[config.mk]
export PLATFORM = sky130hd
export DESIGN_NAME = sysctrl_irq_wb
export DESIGN_NICKNAME = d
export VERILOG_FILES = /design/src/rtl/sysctrl_irq_wb.sv
export SDC_FILE = /design/constraint.sdc
export NUM_CORES = 1
export LEC_CHECK = 0
export BUFFER_PORTS_ARGS = -buffer_cell sky130_fd_sc_hd__buf_4
export CORE_UTILIZATION = 34
export CTS_BUF_LIST = sky130_fd_sc_hd__clkbuf_4 sky130_fd_sc_hd__clkbuf_8 sky130_fd_sc_hd__clkbuf_16
export CTS_CLUSTER_SIZE = 10
export DETAILED_ROUTE_END_ITERATION = 7
export PLACE_DENSITY_LB_ADDON = 0.08
export SLEW_MARGIN = 25
export SYNTH_ARGS = -nofsm -noshare
export SYNTH_HDL_FRONTEND = slang
export SYNTH_SLANG_ARGS = --single-unit
[constraint.sdc]
create_clock -name wb_clk_i -period 1.7 [get_ports wb_clk_i]
set_input_delay 0.17 -clock wb_clk_i [delete_from_list [all_inputs] [get_ports wb_clk_i]]
set_output_delay 0.17 -clock wb_clk_i [all_outputs]
set_load 0.1 [all_outputs]
[src/rtl/sysctrl_irq_wb.sv]
// Wishbone system-control block: clock/trap routing enables plus an
// edge-triggered, maskable interrupt aggregator with sticky W1C status.
module sysctrl_irq_wb #(
   parameter logic [31:0] BASE_ADR = 32'h2F00_0000,
   parameter int unsigned NUM_CLK  = 2,
   parameter int unsigned NUM_IRQ  = 2
) (
   input  logic               wb_clk_i,
   input  logic               wb_rst_i,
   input  logic               wb_stb_i,
   input  logic               wb_cyc_i,
   input  logic               wb_we_i,
   input  logic [3:0]         wb_sel_i,
   input  logic [31:0]        wb_adr_i,
   input  logic [31:0]        wb_dat_i,
   output logic               wb_ack_o,
   output logic [31:0]        wb_dat_o,
   input  logic [NUM_IRQ-1:0] irq_in,
   output logic [NUM_CLK-1:0] clk_out_dest,
   output logic               trap_out_dest,
   output logic               irq_o
);

   localparam logic [7:0]  OFF_CLK_OUT  = 8'h00;
   localparam logic [7:0]  OFF_TRAP_OUT = 8'h04;
   localparam logic [7:0]  OFF_IRQ_SRC  = 8'h08;
   localparam logic [7:0]  OFF_IRQ_STAT = 8'h0C;
   localparam logic [7:0]  OFF_IRQ_MASK = 8'h10;
   localparam logic [7:0]  OFF_ID       = 8'h14;
   localparam logic [31:0] ID_VALUE     = {8'h5C, 8'd0, 8'(NUM_CLK), 8'(NUM_IRQ)};

   logic [NUM_CLK-1:0] clk_out_q,  clk_out_d;
   logic               trap_out_q, trap_out_d;
   logic [NUM_IRQ-1:0] irq_src_q,  irq_src_d;
   logic [NUM_IRQ-1:0] irq_stat_q, irq_stat_d;
   logic [NUM_IRQ-1:0] irq_mask_q, irq_mask_d;
   logic [NUM_IRQ-1:0] sync1_q, sync1_d, sync2_q, sync2_d, sync3_q, sync3_d;
   logic               ack_q, ack_d;
   logic [31:0]        dat_q, dat_d;
   logic               irq_q, irq_d;

   logic               acc_c, wr_c, rd_c;
   logic [7:0]         off_c;
   logic [31:0]        bmask_c, rdata_c;
   logic [NUM_IRQ-1:0] set_c;

   // Bus decode, register update and read mux
   always_comb begin
      clk_out_d  = clk_out_q;
      trap_out_d = trap_out_q;
      irq_src_d  = irq_src_q;
      irq_mask_d = irq_mask_q;
      irq_stat_d = irq_stat_q;
      dat_d      = dat_q;
      rdata_c    = 32'd0;
      bmask_c    = 32'd0;

      sync1_d = irq_in;
      sync2_d = sync1_q;
      sync3_d = sync2_q;

      acc_c = wb_stb_i & wb_cyc_i & (wb_adr_i[31:8] == BASE_ADR[31:8]) & ~ack_q;
      wr_c  = acc_c & wb_we_i;
      rd_c  = acc_c & ~wb_we_i;
      off_c = wb_adr_i[7:0];
      ack_d = acc_c;

      for (int n = 0; n < 4; n++) begin
         bmask_c[8*n +: 8] = {8{wb_sel_i[n]}};
      end

      unique case (off_c)
         OFF_CLK_OUT:  rdata_c = 32'(clk_out_q);
         OFF_TRAP_OUT: rdata_c = 32'(trap_out_q);
         OFF_IRQ_SRC:  rdata_c = 32'(irq_src_q);
         OFF_IRQ_STAT: rdata_c = 32'(irq_stat_q);
         OFF_IRQ_MASK: rdata_c = 32'(irq_mask_q);
         OFF_ID:       rdata_c = ID_VALUE;
         default:      rdata_c = 32'd0;
      endcase

      if (rd_c) begin
         dat_d = rdata_c;
      end

      // Byte-lane merge: unselected lanes keep the current register contents
      if (wr_c) begin
         unique case (off_c)
            OFF_CLK_OUT:  clk_out_d  = NUM_CLK'((32'(clk_out_q) & ~bmask_c) | (wb_dat_i & bmask_c));
            OFF_TRAP_OUT: trap_out_d = wb_sel_i[0] ? wb_dat_i[0] : trap_out_q;
            OFF_IRQ_SRC:  irq_src_d  = NUM_IRQ'((32'(irq_src_q) & ~bmask_c) | (wb_dat_i & bmask_c));
            OFF_IRQ_STAT: irq_stat_d = irq_stat_q & ~NUM_IRQ'(wb_dat_i & bmask_c);
            OFF_IRQ_MASK: irq_mask_d = NUM_IRQ'((32'(irq_mask_q) & ~bmask_c) | (wb_dat_i & bmask_c));
            default:      ;
         endcase
      end

      // A detected edge wins over a same-cycle clear
      set_c      = sync2_q & ~sync3_q & irq_src_q;
      irq_stat_d = irq_stat_d | set_c;

      irq_d = |(irq_stat_q & irq_mask_q);
   end

   always_ff @(posedge wb_clk_i or posedge wb_rst_i) begin
      if (wb_rst_i) begin
         clk_out_q  <= '0;
         trap_out_q <= 1'b0;
         irq_src_q  <= '0;
         irq_stat_q <= '0;
         irq_mask_q <= '0;
         sync1_q    <= '0;
         sync2_q    <= '0;
         sync3_q    <= '0;
         ack_q      <= 1'b0;
         dat_q      <= 32'd0;
         irq_q      <= 1'b0;
      end else begin
         clk_out_q  <= clk_out_d;
         trap_out_q <= trap_out_d;
         irq_src_q  <= irq_src_d;
         irq_stat_q <= irq_stat_d;
         irq_mask_q <= irq_mask_d;
         sync1_q    <= sync1_d;
         sync2_q    <= sync2_d;
         sync3_q    <= sync3_d;
         ack_q      <= ack_d;
         dat_q      <= dat_d;
         irq_q      <= irq_d;
      end
   end

   assign wb_ack_o      = ack_q;
   assign wb_dat_o      = dat_q;
   assign clk_out_dest  = clk_out_q;
   assign trap_out_dest = trap_out_q;
   assign irq_o         = irq_q;

endmodule

Word level (Yosys, flattened, before mapping)
Index checks and enable logic that the tools add are counted.
{"block": "totals", "reg_bits": 49, "input_bits": 75, "out_inout_bits": 37, "wordCells": 48}
{"block": "classes", "eq_ne": 6, "mux": 3, "bitwise_logic": 22, "n_reduce_logical": 6}
{"cell": "31-bit case mux with 6 select lines", "n": 1}
{"cell": "24-bit by 22-bit == test with 1-bit output, second input constant", "n": 1}
{"cell": "2-bit bitwise AND", "n": 8}
{"cell": "8-bit by 4-bit == test with 1-bit output, second input constant", "n": 2}
{"cell": "8-bit by 5-bit == test with 1-bit output, second input constant", "n": 2}
{"cell": "8-bit by 3-bit == test with 1-bit output, second input constant", "n": 1}
{"cell": "8-bit logical NOT", "n": 1}
{"cell": "2-bit bitwise OR", "n": 4}
{"cell": "2-bit NOT", "n": 3}
{"cell": "2-bit AND reduction", "n": 3}
{"cell": "1-bit bitwise AND", "n": 5}
{"cell": "2-bit two-way mux", "n": 2}
{"cell": "3-bit AND reduction", "n": 1}
{"cell": "1-bit NOT", "n": 2}
{"cell": "2-bit OR reduction", "n": 1}

Longest topological paths before layout
Gate-level depths: netlist (run 1).
{"block": "logic_depth", "word_depth": 6, "ltp_mapped": 5, "mapped_depth_nobuf": 4}

Worst setup path after synthesis (run 1)
OpenSTA, ideal clock, no wires.
{"block": "synth_path", "kind": "register -> register", "start": "reg ack_q (netlist: wb_ack_o)", "end": "reg dat_q[28] (netlist: wb_dat_o[28])", "setup_time_ns": 0.126, "arrival_ns": 1.948, "t_required_ns": 1.574, "setup_slack_ns": -0.373, "path_stages_with_launch": 5, "path_buffers": 0, "period_less_slack_ns": 2.073, "cell_sequence": "dfrtp_1 nor4_1 nand3_1 nor4_1 mux2_2"}
{"block": "synth_via", "elab_chain_len": 3}
{"item": "from (decl)", "line_no": "38", "rtl": "logic ack_q, ack_d;"}
{"item": "from (signal assigned)", "line_no": "127", "rtl": "ack_q <= ack_d;"}
{"item": "1-bit NOT", "line_no": "62", "rtl": "acc_c = wb_stb_i & wb_cyc_i & (wb_adr_i[31:8] == BASE_ADR[31:8]) & ~ack_q;"}
{"item": "1-bit bitwise AND", "line_no": "62"}
{"item": "1-bit bitwise AND", "line_no": "64", "rtl": "rd_c = acc_c & ~wb_we_i;"}
{"item": "to (signal assigned)", "line_no": "128", "rtl": "dat_q <= dat_d;"}
{"item": "to (decl)", "line_no": "39", "rtl": "logic [31:0] dat_q, dat_d;"}
No other way between the ends.
A chain may end at the register's enable or synchronous reset.

==> impl_metrics.toml, run 1 <==
[detailed_routing]
viasPerCell = 4.751
drt-total-wl_um = 2806
drc = 0
ant_nets = 0
drt_first_iter_violations = 21
wl_per_cell_um = 12.47
detail_route.first_pass.iterations = 4
vias = 1069

[timing]
fin_crit_ns = 1.615
slew_violations = 0
hold_violations = 0
period_share = 0.9502
setup_viol = 0
clock.fmax_mhz = 619.0
finClkSkew_ns = 0.007441

[layout]
nFillCells = 348
antenna_cells = 0
regArea_um2 = 504.2
final_core_util = 0.5051
syn_to_final_growth_pct = 36.59
multiInputGateArea_um2 = 676.9
layout_commonest_cell = "buf_4"
final_area_um2 = 1752
finalNetCount = 255
layout_common_cells = "60 x buf_4, 25 x conb_1, 19 x dfrtp_1, 6 x mux2_2, 6 x nand4_1"
drive_gt1_frac = 0.4525

[floorplan]
fp.coreArea_um2 = 3468
fp-row-count = 21
die_h_um = 63.42
initial_utilization = 0.3698
die_area_um2 = 4021
die_w_um = 63.42
pin_count = 112

[critical_path]
arrival_ns = 1.75
r2r-start = "wb_ack_o"
crit_type = "register to register"
crit_slowest_cell = "dfrtp_4"
worst_r2r_path_depth = 5
crit_fanout = 4
cp.required_ns = 1.83
critPathCaptureType = "register"
slowest_delay_ns = 0.51
path_cells = "nor4_2 > and4_4 > buf_4 > nand4_1 > mux2_1"
start_kind = "register"
rrSetupSlack_ns = 0.08
critPathTopFamily = "simple AND/OR/NAND/NOR gates"
path_buf_inv = 1

[synth]
ys_async_sr_fraction = 1.000
synth-compound-area-share = 0.04390
synth-simple-area-share = 0.2673
synth_xor_area_frac = 0
syn_inst = 123
avgSynthCellArea_um2 = 10.43
synth-seq-cells = 20
synth.mux.area_fraction = 0.1112
yosysSeqAreaShare = 0.3902
synth_adder_area_share = 0
synth-main-ff-cell = "dfrtp_1"
ys.warnings.count = 0
synth_edf_count = 0
synth_cell_types = 33
syn_area_um2 = 1282
synth_top_family_by_area = "simple AND/OR/NAND/NOR gates"

[worst_hold_path]
min_to = "sync1_q[1]"
hold_depth = 1
hp-start = "irq_in[1]"
hold_path_class = "input pin to register"

[clock_network]
clk_pin_slew_ns = 0.07
clock_sinks = 20
cts_tree = "built"
clockBufferDepth = 2
numCtsBuffers = 3
htree_levels = 1
clk_latency_ns = 0.25
cts.root.buffer_cell = "clkbuf_8"

[run_status]
status = "finished, final reports clean"

[grt]
antenna_found_initial = 0
gr-total-overflow = 0
grt_pass1_vias = 1033
grt_max_degree = 21
met3_usage = 0.02899
gr-max-usage-layer = "met2"
use_met2 = 0.2420
met1_usage = 0.1784
grt_usage = 0.1430
grt_pass1_wl_um = 4533

[placement]
place.port_buffers = 53
placed_cell_area_um2 = 1667
dpl.hpwl_um = 2283
gp_congestion = 0.7834

[flow_run]
maxCapViolations = 0

[power_and_ir_drop]
power_density_nw_per_um2 = 681.7
ir_drop_mv = 0.3758
leakage_uw = 0.0008827
==> power breakdown <==
group	internal (µW)	switching, µW	total [µW]
registers	483	2.14	485
logic	85.7	299	385
clock network	182	142	324
==> cell families (layout without fill, tap and decap cells) <==
| logic type | Yosys count | in the layout |
|---|---|---|
| multiplexers | 13 | 13 |
| other | 1 | 25 |
| AO/OA/AOI/OAI | 7 | 7 |
| buffers and inverters | 34 | 66 |
| AND/OR/NAND/NOR | 48 | 48 |
| flip-flops | 20 | 20 |
==> metal layers <==
metal | routed length, µm | share of wire | up-vias
met5 | 0 | 0 | -
met4 | 33 | 0.012 | 0
met3 | 263 | 0.094 | 4
met2 | 1319 | 0.47 | 61
met1 | 1190 | 0.42 | 488
li1 | - | - | 516
==> cells in the mapped netlist (4+ instances only) <==
| library cell | n | area, µm² |
|---|---|---|
| buf_4 | 29 | 217.7 |
| dfrtp_1 | 20 | 500.5 |
| nor4_1 | 7 | 43.79 |
| mux2_2 | 6 | 67.56 |
| nand4_1 | 6 | 37.54 |
| clkbuf_1 | 4 | 15.01 |
| mux2_1 | 4 | 45.04 |
| nand2_1 | 4 | 15.01 |
| nor3_1 | 4 | 20.02 |
==> repair_timing <==
action | 4_1_cts | 5_1_grt
endpoints found under the hold margin | 20 | 0
hold buffers | 1 | 0
endpoints found under the setup margin | 3 | 9
gates resized for setup | 1 | 5
setup buffers | 0 | 0
==> cell type report <==
class	instances	share of cell area
repair buffers	61	0.2629
inverters	1	0.002143
well taps	46	0.03286
flip-flops and latches	20	0.2879
clock buffers	4	0.02786
multi-input cells	93	0.3864
==> worst max-delay path by stage <==
stage | startpoint | end | slack, ns | cells past startpoint
final | wb_ack_o | register | 0.08 | 5
after global routing | wb_ack_o | wb_dat_o[0] | -0.001 | 4
after CTS | wb_ack_o | register | 0.01 | 4
after detailed placement | wb_adr_i[23] | register | -0.12 | 6
after global placement | wb_adr_i[18] | register | -0.11 | 6
after floorplan | wb_ack_o | register | -0.05 | 5
==> through the flow <==
stage / hold slack (ns) / setup WS, ns / power (µW) / cells / TNS (ns)
floorplan: 0.1339 / -0.05106 / 820.1 / 147 / -0.1506
global placement: 0.2149 / -0.1074 / 869.0 / 220 / -0.6358
detailed placement: 0.2175 / -0.1177 / 871.9 / 220 / -0.7311
CTS: 0.01172 / 0.01159 / 1204 / 225 / 0
global route: 0.005513 / -0.001340 / 1242 / 225 / -0.001340
finish: 0.01672 / 0.08459 / 1194 / 225 / 0
Power figures use the tool's default switching activity.
==> run 2, diff against run 1 <==
Settings changed: CORE_UTILIZATION 34 to 30.
==> run 2 against run 1 <==
Fmax shrank 4.3%. Utilization shrank 7.8 points. Via count is 0.37% lower. Power decreased by 0.10%. Clock skew is 0.0015 ns lower. Largest cell class unchanged.
==> impl_metrics.toml, run 2 (synthesized netlist as in run 1, its figures left out) <==
[critical_path]
crit_fanout = 5
arrival_ns = 1.83
cp.required_ns = 1.84
critPathCaptureType = "register"
start_kind = "register"
crit_type = "register to register"

[floorplan]
initial_utilization = 0.3161
die_w_um = 67.38
pin_count = 112
fp.coreArea_um2 = 4058
die_area_um2 = 4540
fp-row-count = 23
die_h_um = 67.38

[clock_network]
post_cts_buffers = 0
numCtsBuffers = 3
clock_sinks = 20
cts_tree = "built"
clk_latency_ns = 0.25
cts.root.buffer_cell = "clkbuf_8"
clk_pin_slew_ns = 0.07
htree_levels = 1
clockBufferDepth = 2

[timing]
setup_tns_ns = 0
slew_violations = 0
period_share = 0.9931
slew_headroom = 0.6602
clock.fmax_mhz = 592.4
setup_viol = 0
worstMarginPinSlew_ns = 0.5091
fin_crit_ns = 1.688
hold_violations = 0
finClkSkew_ns = 0.005931

[layout]
nFillCells = 409
layout_common_cells = "59 x buf_4, 25 x conb_1, 19 x dfrtp_1, 6 x mux2_2, 6 x nand4_1"
finalNetCount = 254
drive_gt1_frac = 0.4438
antenna_cells = 0
syn_to_final_growth_pct = 35.22
layout_commonest_cell = "buf_4"

[detailed_routing]
wl_per_cell_um = 13.00
ant_nets = 0
viasPerCell = 4.671
m1WireLength_um = 1308
detail_route.first_pass.iterations = 4
drc = 0
vias = 1065
drt-total-wl_um = 2963
highest_layer = "met4"
drt_first_iter_violations = 5
dr_wl_met2_um = 1312
routed-wl-met3_um = 299

[run_status]
status = "finished, final reports clean"

[grt]
grt_usage = 0.1290
gr-total-overflow = 0
grt_max_degree = 14
grt_pass1_wl_um = 4360
grt_pass1_vias = 986
antenna_found_initial = 0

[worst_hold_path]
hold_path_class = "input pin to register"

[flow_run]
maxCapViolations = 0

[power_and_ir_drop]
ir_drop_mv = 0.3987
leakage_uw = 0.0008762
power_density_nw_per_um2 = 687.9
finalPower_uw = 1193

[placement]
place.port_buffers = 53
gp_congestion = 0.7187
dpl.hpwl_um = 2424
[run 2: changes by cell type in the layout (fill, tap and decap cells not counted), sizes merged]
cell / change
buf: -1
[run 2: routing by layer]
layer / global-route usage / vias to the layer above
met3: 0.02534 / 6
met2: 0.2113 / 66
met5: 0 / -
met1: 0.1637 / 481
met4: 0.05585 / 0
li1: - / 512
[run 2: layout make-up]
| cell class | count | area, µm² | area share |
|---|---|---|---|
| timing repair buffer | 60 | 452.9 | 0.2612 |
| multi-input combinational | 93 | 661.9 | 0.3817 |
| tap | 50 | 62.56 | 0.03608 |
| clock buffer | 4 | 48.80 | 0.02814 |
| sequential | 20 | 504.2 | 0.2908 |
| inverter | 1 | 3.754 | 0.002165 |
[run 2: what timing repair did]
item | in CTS | in global routing
hold buffers | 1 | 0
hold endpoints to repair | 12 | 0
resized for setup | 0 | 4
endpoints found under the setup margin | 0 | 10
[run 2: critical path: stages, from the launching register on]
cell and delay (ns):
dfrtp_4 0.50, nor4_1 0.22, and4_4 0.31, and4_4 0.22, mux2_2 0.33
[run 2: metrics by stage]
step | hold WS, ns | util | worst slack [ns] | cells | cell area (µm²)
6_report | 0.01589 | 0.4274 | 0.01181 | 228 | 1734
5_1_grt | 0.002032 | 0.4274 | -0.06404 | 228 | 1734
4_1_cts | 0.01099 | 0.4246 | 0.01563 | 228 | 1723
3_5_place_dp | 0.2544 | 0.4101 | -0.1445 | 223 | 1664
3_3_place_gp | 0.2414 | 0.4101 | -0.09565 | 223 | 1664
2_1_floorplan | 0.1339 | - | -0.05106 | 147 | 1393
[run 2: worst paths after layout]
kind | startpoint | endpoint | slack [ns] | cells after the start
setup reg to reg | wb_ack_o | register | 0.01 | 4
setup / recovery | wb_ack_o | register | 0.01 | 4
hold reg to reg | sync1_q[0] | sync2_q[0] | 0.35 | 0
max in group asynchronous | wb_rst_i | sync1_q[1] | 0.69 | 4
min in group asynchronous | wb_rst_i | trap_out_dest | 0.50 | 3
hold / removal | irq_in[0] | sync1_q[0] | 0.02 | 1
[run 2: power by group]
part | internal, µW | switching, µW | total (µW) | leakage (µW)
registers | 483 | 2.41 | 485 | 0.000258
clock network | 182 | 144 | 326 | 0.0000262
logic | 82.9 | 299 | 381 | 0.000592
==> run 3, diff against run 2 <==
Settings changed: REMOVE_ABC_BUFFERS from default to 1.
==> run 3 against run 2 <==
Cell count up 0.88%. Design area up 1.4%. Global-route usage up 1.0 points. Largest cell class unchanged. Highest routed layer unchanged.
==> impl_metrics.toml, run 3 (synthesized netlist as in run 1, its figures left out) <==
[power_and_ir_drop]
p_int_uw = 882.6
power_switching_share = 0.3431
clock_power_share = 0.355
leakage_uw = 0.0008864
power.switching_uw = 461.1
power_density_nw_per_um2 = 763.8
p_comb_frac = 0.284
ir_drop_mv = 0.5710
pwr-share-seq = 0.361

[timing]
rsz0062_at_grt = "no"
period_share = 0.9643
setup_tns_ns = 0
setup_viol = 0
finClkSkew_ns = 0.001414
clock.fmax_mhz = 610.0
setup_slack_ns = 0.06070
fin_crit_ns = 1.639
hold_violations = 0
holdWs_ns = 0.1548
slew_violations = 0

[detailed_routing]
wl_per_cell_um = 12.59
viasPerCell = 4.643
drc = 0
drt_first_iter_violations = 14
drt-total-wl_um = 2895
ant_nets = 0
vias = 1068
detail_route.first_pass.iterations = 4

[critical_path]
crit_fanout = 5
slowest_delay_ns = 0.40
worst_r2r_path_depth = 4
path_cells = "nor4_1 > and4_1 > and4_1 > mux2_2"
r2r-start = "wb_ack_o"
path_common_cell = "and4_1"
cp.required_ns = 1.85
crit_slowest_cell = "dfrtp_1"
critPathCaptureType = "register"
rrSetupSlack_ns = 0.06
crit_type = "register to register"
start_kind = "register"
arrival_ns = 1.79

[grt]
antenna_found_initial = 0
grt_usage = 0.1390
grt_max_degree = 21
grt_pass1_wl_um = 4705
grt_pass1_vias = 1030
gr-total-overflow = 0

[clock_network]
clock_sinks = 20
clk_latency_ns = 0.26
post_cts_buffers = 0
htree_levels = 1
clockBufferDepth = 2
numCtsBuffers = 3
cts_tree = "built"
clk_pin_slew_ns = 0.07
cts.root.buffer_cell = "clkbuf_8"

[placement]
placed_cell_area_um2 = 1645
pre_cts_ws_ns = -0.1506
place.port_buffers = 53
dpl.hpwl_um = 2302
gp_congestion = 0.6928
dpl.cell_count = 223

[layout]
nFillCells = 401
antenna_cells = 0
syn_to_final_growth_pct = 37.17
regArea_um2 = 500.5
layout_commonest_cell = "buf_4"
layoutNonFillerInstCount = 230
final_area_um2 = 1759
drive_gt1_frac = 0.4222
layout_common_cells = "59 x buf_4, 25 x conb_1, 20 x dfrtp_1, 6 x mux2_2, 6 x nand4_1"
multiInputGateArea_um2 = 648.1
finalNetCount = 256

[floorplan]
die_h_um = 67.38
fp.coreArea_um2 = 4058
die_w_um = 67.38
fp-row-count = 23
pin_count = 112
die_area_um2 = 4540
initial_utilization = 0.3161

[flow_run]
maxCapViolations = 0

[run_status]
status = "finished, final reports clean"

[worst_hold_path]
hold_depth = 2
hp-start = "wb_dat_i[1]"
hold_path_class = "input pin to register"
==> run 3: cell count changes in the layout (fill, tap and decap cells not counted), sizes merged <==
cell / delta
clkbuf: -1
dlygate4sd3: +2
bufinv: +1
==> run 3: critical path: cells and delay by family, from the launching register on <==
| family | cells | cell delay (ns) |
|---|---|---|
| flip-flops | 1 | 0.40 |
| multiplexers | 1 | 0.34 |
| AND/OR/NAND/NOR | 3 | 0.79 |
==> run 3: per-layer routing <==
layer / global-route usage / up-vias / wire [µm]
met2: 0.2400 / 56 / 1412
met1: 0.1691 / 491 / 1226
met5: 0 / - / 0
li1: - / 516 / -
met4: 0.05585 / 0 / 43
met3: 0.02534 / 5 / 213
==> run 3: worst max path at each step <==
stage / from / endpoint / slack, ns / depth (start not counted)
global route: wb_ack_o / register / 0.005 / 4
global placement: wb_adr_i[18] / register / -0.15 / 5
detailed placement: wb_adr_i[18] / register / -0.15 / 5
floorplan: wb_dat_o[28] / wb_dat_o[28] / -2.18 / 1
finish: wb_ack_o / register / 0.06 / 4
CTS: wb_ack_o / wb_dat_o[1] / 0.03 / 5
==> run 3: cell type report <==
class	instances	area share
Clock inverter	1	0.01707
Clock buffer	3	0.02347
Timing Repair Buffer	62	0.2688
Tap cell	50	0.03556
Inverter	1	0.002134
Sequential cell	20	0.2845
Multi-Input combinational cell	93	0.3684
==> run 3: timing repair <==
action	CTS	global route
hold endpoints to repair	20	2
gates resized for setup	0	2
hold buffers	1	2
setup endpoints to repair	0	3
==> run 3: per-stage QoR <==
stage,total power [µW],utilization
final,1344,0.4335
after global routing,1403,0.4335
after CTS,1358,0.4255
after detailed placement,869.0,0.4055
after global placement,866.7,0.4055
after floorplan,767.0,-
==> run 3: power by group through the flow <==
stage / combinational [µW] / sequential [µW] / clock (µW)
4_1_cts: 378 / 485 / 495
3_5_place_dp: 375 / 494 / 0
6_report: 382 / 485 / 477
2_1_floorplan: 273 / 494 / 0
3_3_place_gp: 373 / 494 / 0
5_1_grt: 402 / 485 / 516
